$ cat src/rtl/axi_wr_data_fifo.sv
// axi_wr_data_fifo: DEPTH-entry buffer for the AXI write data (W) channel.
//
// Sits between a W-channel master (s_*) and slave (m_*). Beats are stored in
// order and presented at the head with one cycle of fall-through latency. The
// block also reports how many beats are held (level) and how many complete
// bursts are held (bursts, i.e. beats with wlast=1).
//
// Ports:
//   aclk, aresetn                     clock, synchronous active-low reset
//   s_wid/s_wdata/s_wstrb/s_wlast     upstream beat
//   s_wvalid / s_wready               upstream handshake (s_wready = !full)
//   m_wid/m_wdata/m_wstrb/m_wlast     downstream beat (FIFO head)
//   m_wvalid / m_wready               downstream handshake
//   level, bursts                     beats held, complete bursts held
//   full, empty                       level==DEPTH, level==0
//
// Optional build macro AXI_WR_DATA_FIFO_SF_EN: store-and-forward. A burst is
// released only once its wlast beat is buffered, or when the FIFO is full
// (escape for bursts longer than DEPTH). Without it the FIFO is cut-through.
module axi_wr_data_fifo #(
  parameter int unsigned ID_WIDTH   = 4,
  parameter int unsigned DATA_WIDTH = 32,
  parameter int unsigned DEPTH      = 16
) (
  input  logic                          aclk,
  input  logic                          aresetn,
  input  logic [ID_WIDTH-1:0]           s_wid,
  input  logic [DATA_WIDTH-1:0]         s_wdata,
  input  logic [DATA_WIDTH/8-1:0]       s_wstrb,
  input  logic                          s_wlast,
  input  logic                          s_wvalid,
  output logic                          s_wready,
  output logic [ID_WIDTH-1:0]           m_wid,
  output logic [DATA_WIDTH-1:0]         m_wdata,
  output logic [DATA_WIDTH/8-1:0]       m_wstrb,
  output logic                          m_wlast,
  output logic                          m_wvalid,
  input  logic                          m_wready,
  output logic [$clog2(DEPTH):0]        level,
  output logic [$clog2(DEPTH):0]        bursts,
  output logic                          full,
  output logic                          empty
);

  localparam int unsigned StrbW  = DATA_WIDTH / 8;
  localparam int unsigned PtrW   = $clog2(DEPTH);
  localparam int unsigned CntW   = PtrW + 1;
  localparam int unsigned EntryW = ID_WIDTH + DATA_WIDTH + StrbW + 1;

  logic [EntryW-1:0] mem_q [DEPTH];
  logic [EntryW-1:0] head;

  logic [PtrW-1:0] wr_ptr_q, wr_ptr_d;
  logic [PtrW-1:0] rd_ptr_q, rd_ptr_d;
  logic [CntW-1:0] level_q, level_d;
  logic [CntW-1:0] bursts_q, bursts_d;

  logic push, pop;

  // Status comes straight from registered counters: no m_wready -> s_wready path.
  assign full     = (level_q == CntW'(DEPTH));
  assign empty    = (level_q == '0);
  assign s_wready = ~full;
  assign level    = level_q;
  assign bursts   = bursts_q;

  assign head = mem_q[rd_ptr_q];
  assign {m_wid, m_wdata, m_wstrb, m_wlast} = head;

`ifdef AXI_WR_DATA_FIFO_SF_EN
  // hold_q keeps m_wvalid up once offered and not yet taken, so the full-escape
  // release cannot be withdrawn when level drops below DEPTH.
  logic hold_q, hold_d;

  assign m_wvalid = ~empty & ((bursts_q != '0) | full | hold_q);
  assign hold_d   = m_wvalid & ~m_wready;

  always_ff @(posedge aclk) begin
    if (!aresetn) begin
      hold_q <= 1'b0;
    end else begin
      hold_q <= hold_d;
    end
  end
`else
  assign m_wvalid = ~empty;
`endif

  assign push = s_wvalid & s_wready;
  assign pop  = m_wvalid & m_wready;

  always_comb begin
    wr_ptr_d = wr_ptr_q;
    rd_ptr_d = rd_ptr_q;
    level_d  = level_q;
    bursts_d = bursts_q;

    // DEPTH is a power of two, so pointers wrap by natural overflow.
    if (push) wr_ptr_d = wr_ptr_q + PtrW'(1);
    if (pop)  rd_ptr_d = rd_ptr_q + PtrW'(1);

    unique case ({push, pop})
      2'b10:   level_d = level_q + CntW'(1);
      2'b01:   level_d = level_q - CntW'(1);
      default: level_d = level_q;
    endcase

    unique case ({push & s_wlast, pop & m_wlast})
      2'b10:   bursts_d = bursts_q + CntW'(1);
      2'b01:   bursts_d = bursts_q - CntW'(1);
      default: bursts_d = bursts_q;
    endcase
  end

  always_ff @(posedge aclk) begin
    if (!aresetn) begin
      wr_ptr_q <= '0;
      rd_ptr_q <= '0;
      level_q  <= '0;
      bursts_q <= '0;
    end else begin
      wr_ptr_q <= wr_ptr_d;
      rd_ptr_q <= rd_ptr_d;
      level_q  <= level_d;
      bursts_q <= bursts_d;
    end
  end

  // Storage is deliberately not reset.
  always_ff @(posedge aclk) begin
    if (push) begin
      mem_q[wr_ptr_q] <= {s_wid, s_wdata, s_wstrb, s_wlast};
    end
  end

endmodule

$ cat config.mk
export PLATFORM = sky130hd
export DESIGN_NAME = axi_wr_data_fifo
export DESIGN_NICKNAME = d
export VERILOG_FILES = /design/src/rtl/axi_wr_data_fifo.sv
export SDC_FILE = /design/constraint.sdc
export NUM_CORES = 1
export LEC_CHECK = 0
export ABC_AREA = 1
export BUFFER_PORTS_ARGS = -buffer_cell sky130_fd_sc_hd__buf_2
export CAP_MARGIN = 20
export CORE_MARGIN = 3
export CORE_UTILIZATION = 60
export CTS_BUF_LIST = sky130_fd_sc_hd__clkbuf_8
export CTS_CLUSTER_SIZE = 12
export DETAILED_ROUTE_END_ITERATION = 6
export GPL_TIMING_DRIVEN = 1
export PLACE_DENSITY = 0.81
export SYNTH_ARGS = -nofsm -noshare
export SYNTH_HDL_FRONTEND = slang
export SYNTH_SLANG_ARGS = --single-unit
$ cat constraint.sdc
create_clock -name aclk -period 4.62 [get_ports aclk]
set_input_delay 0.924 -clock aclk [delete_from_list [all_inputs] [get_ports aclk]]
set_output_delay 0.924 -clock aclk [all_outputs]
set_load 0.1 [all_outputs]
[After elaboration in Yosys (flattened, before gate mapping)]
Memory sizes are Yosys's and may differ from the RTL's. A register that Yosys moved wholly into a read port is not among the register bits.
Index checks and enable logic that the tools add are counted.
Word-level totals
  logic and storage cells: 31
  input bits: 45
  memories kept: 1
  RAM bits: 656
  bits in registers: 18
  output and inout port bits: 55
Operators by class
  bitwise operators: 6
  equal/unequal tests: 5
  mux-type cells: 6
  reduce and logical (&&, ||, !) cells: 3
  add/sub/neg operators: 6
Memory list
  mem_q: words 16, bits a word 41, rd ports 1, clocked after memory_dff 1, write ports 1, line 50  | logic [EntryW-1:0] mem_q [DEPTH];
Operators by type and width (number)
  5-bit one-hot mux with 2 select lines: 2
  5-bit by 1-bit adder with 5-bit output (second input constant): 2
  5-bit by 1-bit subtractor with 5-bit output (second input constant): 2
  4-bit by 1-bit adder with 4-bit output (second input constant): 2
  4-bit 2-to-1 mux: 2
  5-bit equality test (second input constant): 1
  5-bit logical NOT: 1
  1-bit AND: 4
  2-bit by 1-bit equality test with 1-bit output (second input constant): 2
  2-bit equality test (second input constant): 2
  2-bit nonzero test: 2
  1-bit 2-to-1 mux: 2
  1-bit NOT: 2

[Longest topological paths before layout]
  depth in word-level cells: 6
  gate-level depth with buffers: 19
  gate-level depth less buffers: 16

[Least setup slack after synthesis]
No wires, ideal clock.
  path type: register -> register
  start: register level_q[1] (netlist: level[1])
  end: memory mem_q[0][0] (netlist name) (enable)
  path buffers: 0
  path slack: -0.307 ns
  data arrival time: 4.487 ns
  library setup time: 0.439 ns
  clock period less this slack: 4.927 ns
  stages on the path, launching flop included: 7
  required time: 4.181 ns
  cells stage by stage: dfxtp_1 > inv_1 > nand4_1 > nand2_1 > inv_1 > nand2_1 > nor2_1
Between the ends
  word-level cells in the longest chain between the ends: 5
Ends and longest elaborated chain
  start: declaration: line 55  | logic [CntW-1:0] level_q, level_d;
  start signal: assignment: line 124  | level_q <= level_d;
  5-bit equality test: line 61  | assign full = (level_q == CntW'(DEPTH));
  1-bit NOT: line 63  | assign s_wready = ~full;
  via s_wready: line 32  | output logic s_wready,
  1-bit AND: line 89  | assign push = s_wvalid & s_wready;
  1-bit 2-to-1 mux: line 131  | if (push) begin
  1-bit 2-to-1 mux (implied by the code): line 132  | mem_q[wr_ptr_q] <= {s_wid, s_wdata, s_wstrb, s_wlast};
  end: declaration: line 50
The timed path passes the listed nets, and every way through them passes these cells.

==> impl_results.md <==
* Status: complete, no violations
* Die Wd at 218.7 um
* DP Wirelength at between 30000 and 40000 um
* Final #Nets at 2268
* Critical path start-end classification: reg2out
* Worst path bufs/invs at 2
* Final min period at between 4 and 5 ns
* Crit path required time at between 3 and 4 ns
* First-pass GRT wire length at about 95000 um
* H-tree Lvls at 3
* Fillers at 2892
* Root buf cell: clkbuf_8
* Maximum fanout along the worst path at between 150 and 200
* Area contributors post-synth: edfxtp_1 73%, nor2_1 4.9%, o21ai_0 4.9%
* Unique masters post-synth at 24
* Initial antenna violation count at 3
* Most frequent cell after synthesis: edfxtp_1
* Synth Warn # at 0
* Critical Path AT at about 3.7 ns
* Post-route setup slack at about 0.025 ns
* Synth top area share at 0.7258
* Clock buffer depth at 3
* Leakage power at slightly above 10 nW
* Vias in the first global route at about 17000
* Die Area at approximately 48000 um^2
* Initial Util at 0.6111
* Family with the most delay on the worst path: buffers and inverters
* Slew @ Worst Pin at about 1.0 ns
* # IOs at 100
* Fmax at roughly 0.22 GHz
* Setup-failing EPs final at 0
* Commonest cells post-synth: 656 x edfxtp_1, 356 x nor2_1, 265 x o21ai_0
* Setup TNS at 0 ns
* Startpoint types: flop
* Final Hold Viols at 0
* Mapped Cells at between 2000 and 2500
* Flop2flop setup slack at 1.04 ns
* Async set-reset flop share out of synthesis at 0
* CTS Sinks at just under 700
* GRT Util Overall at 0.2593
* Cts bufs inserted at slightly above 100
* RR Endpoint: bursts[4]$_SDFFE_PN0P_
* Worst IR Drop VDD at roughly 0.85 mV
* Die Y at 218.7 um
* Area grow syn2layout at 10.81%
* Total power density per cell area at 579.9 nW/um^2
* Fin crit share at 0.9945
* Core ar. at about 44000 um^2
* Critical Path End Type: output pin
* CTS tree: yes
* Yosys reg bits at 678
* Cell Area, Placed at 28230 um^2
* Gr ovfl total at 0
* Yosys top cell by area: edfxtp_1
* GPL Wtd Cong at approximately 0.83
* WL per Instance at 21.61 um
* Router iterations before antenna repair at 6
* Final Max Tran Viols at 0
* Avg Cell Area, Syn at about 13 um^2
* Main synth FF type: edfxtp_1
* Clock-pin slew on the worst setup and hold paths at roughly 0.06 ns
* Total number of vias at 17516
* Layout cells sized above 1 at 0.1261
* Worst-Skew Late Latency at about 0.7 ns
* Max-Cap Viols at 0
* Mapped Nets at between 2000 and 2500
* Final instance area at approximately 30000 um^2
* Worst slew margin at 0.3108
* Worst path depth at 6
* IO buf count at between 90 and 100
* Setup Slack @ Placement at roughly 0.95 ns
* CP Cell Sequence: buf_16 > o21ai_0 > o211ai_1 > nand3_1 > nand2_1 > buf_2
* Slowest CP cell: dfxtp_4
* Vias per inst at about 6
* EDFF count, synth at ~660
* Reg2reg path depth at 16
* Crit path largest cell delay at slightly above 0.8 ns
* Setup crit end: m_wdata[13]
* DRT antenna net count at 0
* Hold Crit Class: reg2reg
* DRT iter0 DRCs at about 2300
* Largest net degree at the start of global routing at approximately 220
* Clock Skews at ~0.032 ns
* Post-Syn Area at between 20000 and 30000 um^2
* Rows at 77
* Unrepaired setup endpoints after global routing: false
* Total Wirelength at approximately 62000 um
* Drt drc at 0
* Sequential area share after synthesis at 0.7420
## sequential cells by signal, indices dropped and copies added, names as in the netlist, named ones only
signal,cells
level,5
mem_q,656
wr_ptr_q,4
rd_ptr_q,4
bursts,5
## cell usage in the layout (no fill, tap or decap), types with 5 or more instances in the layout
cell and count:
inv_1 146, dfxtp_1 18, o21ai_1 69, nor2_4 16
o211ai_1 160, buf_12 8, clkbuf_8 103, xor2_1 5
nand2_1 96, buf_2 99, nor2_1 340, edfxtp_1 656
clkinv_1 26, nand3_1 96, o21ai_0 265, ha_1 13
buf_4 35, clkinv_2 8, a21oi_1 96, xnor2_1 5
## through the flow
stage	cells	power (mW)	hold slack, ns	util
4_1_cts	2874	17.47	0.5033	0.6762
6_report	2878	17.44	0.5087	0.6772
5_1_grt	2877	18.21	0.5368	0.6771
3_3_place_gp	2695	12.95	0.4713	0.6357
2_1_floorplan	2095	12.01	0.4594	-
3_5_place_dp	2695	13.13	0.4938	0.6357
## report_power, final
part	switching [mW]	leakage, nW	internal [mW]
sequential	0.197	6.11	6.94
clock	2.19	1.04	2.18
combinational	4.67	3.16	1.27
total	7.05	10.3	10.4
## final cells by class
type,count,area (um^2),share of cell area
timing repair buffer,144,973.4,0.03237
antenna,3,7.507,0.0002496
clock inverter,76,379.1,0.01261
multi-input combinational,1167,5966,0.1984
sequential,678,20150,0.6700
tap,592,740.7,0.02463
inverter,115,440.4,0.01464
clock buffer,103,1418,0.04713
## per-layer routing
layer | part of all wire | up-vias | global-route usage
met4 | 0.033 | 2 | 0.1149
met5 | 0.00021 | - | 0
li1 | - | 7889 | -
met2 | 0.48 | 1010 | 0.4113
met1 | 0.39 | 8461 | 0.3554
met3 | 0.096 | 154 | 0.04867
## logic make-up after synthesis
| logic type | synth area share |
|---|---|
| adders and majority gates | 0.007468 |
| and+or+nand+nor | 0.08113 |
| buffers and inverters | 0.04264 |
| DFF | 0.7420 |
| xor gates and xnor gates | 0.003227 |
| AOI/OAI and AO/OA | 0.1235 |
## worst min-delay path by stage
stage | start | cells after the start | to
final | wr_ptr_q[3]$_SDFFE_PN0P_ | 2 | wr_ptr_q[3]$_SDFFE_PN0P_
after global placement | rd_ptr_q[0]$_SDFFE_PN0P_ | 1 | rd_ptr_q[0]$_SDFFE_PN0P_
after floorplan | rd_ptr_q[0]$_SDFFE_PN0P_ | 1 | flop
after global routing | bursts[4]$_SDFFE_PN0P_ | 2 | bursts[4]$_SDFFE_PN0P_
after CTS | wr_ptr_q[3]$_SDFFE_PN0P_ | 2 | wr_ptr_q[3]$_SDFFE_PN0P_
after detailed placement | wr_ptr_q[3]$_SDFFE_PN0P_ | 2 | wr_ptr_q[3]$_SDFFE_PN0P_
## repair_timing
action,4_1_cts,5_1_grt
setup buffers,0,0
resized for setup,0,3
endpoints found under the setup margin,0,2
hold buffers,0,0
## worst min-delay path, cell delays in order (launching register included)
cell and delay, ns:
dfxtp_1 0.33, nand2_1 0.07, a21oi_1 0.06
(Power assumes the default switching activity.)
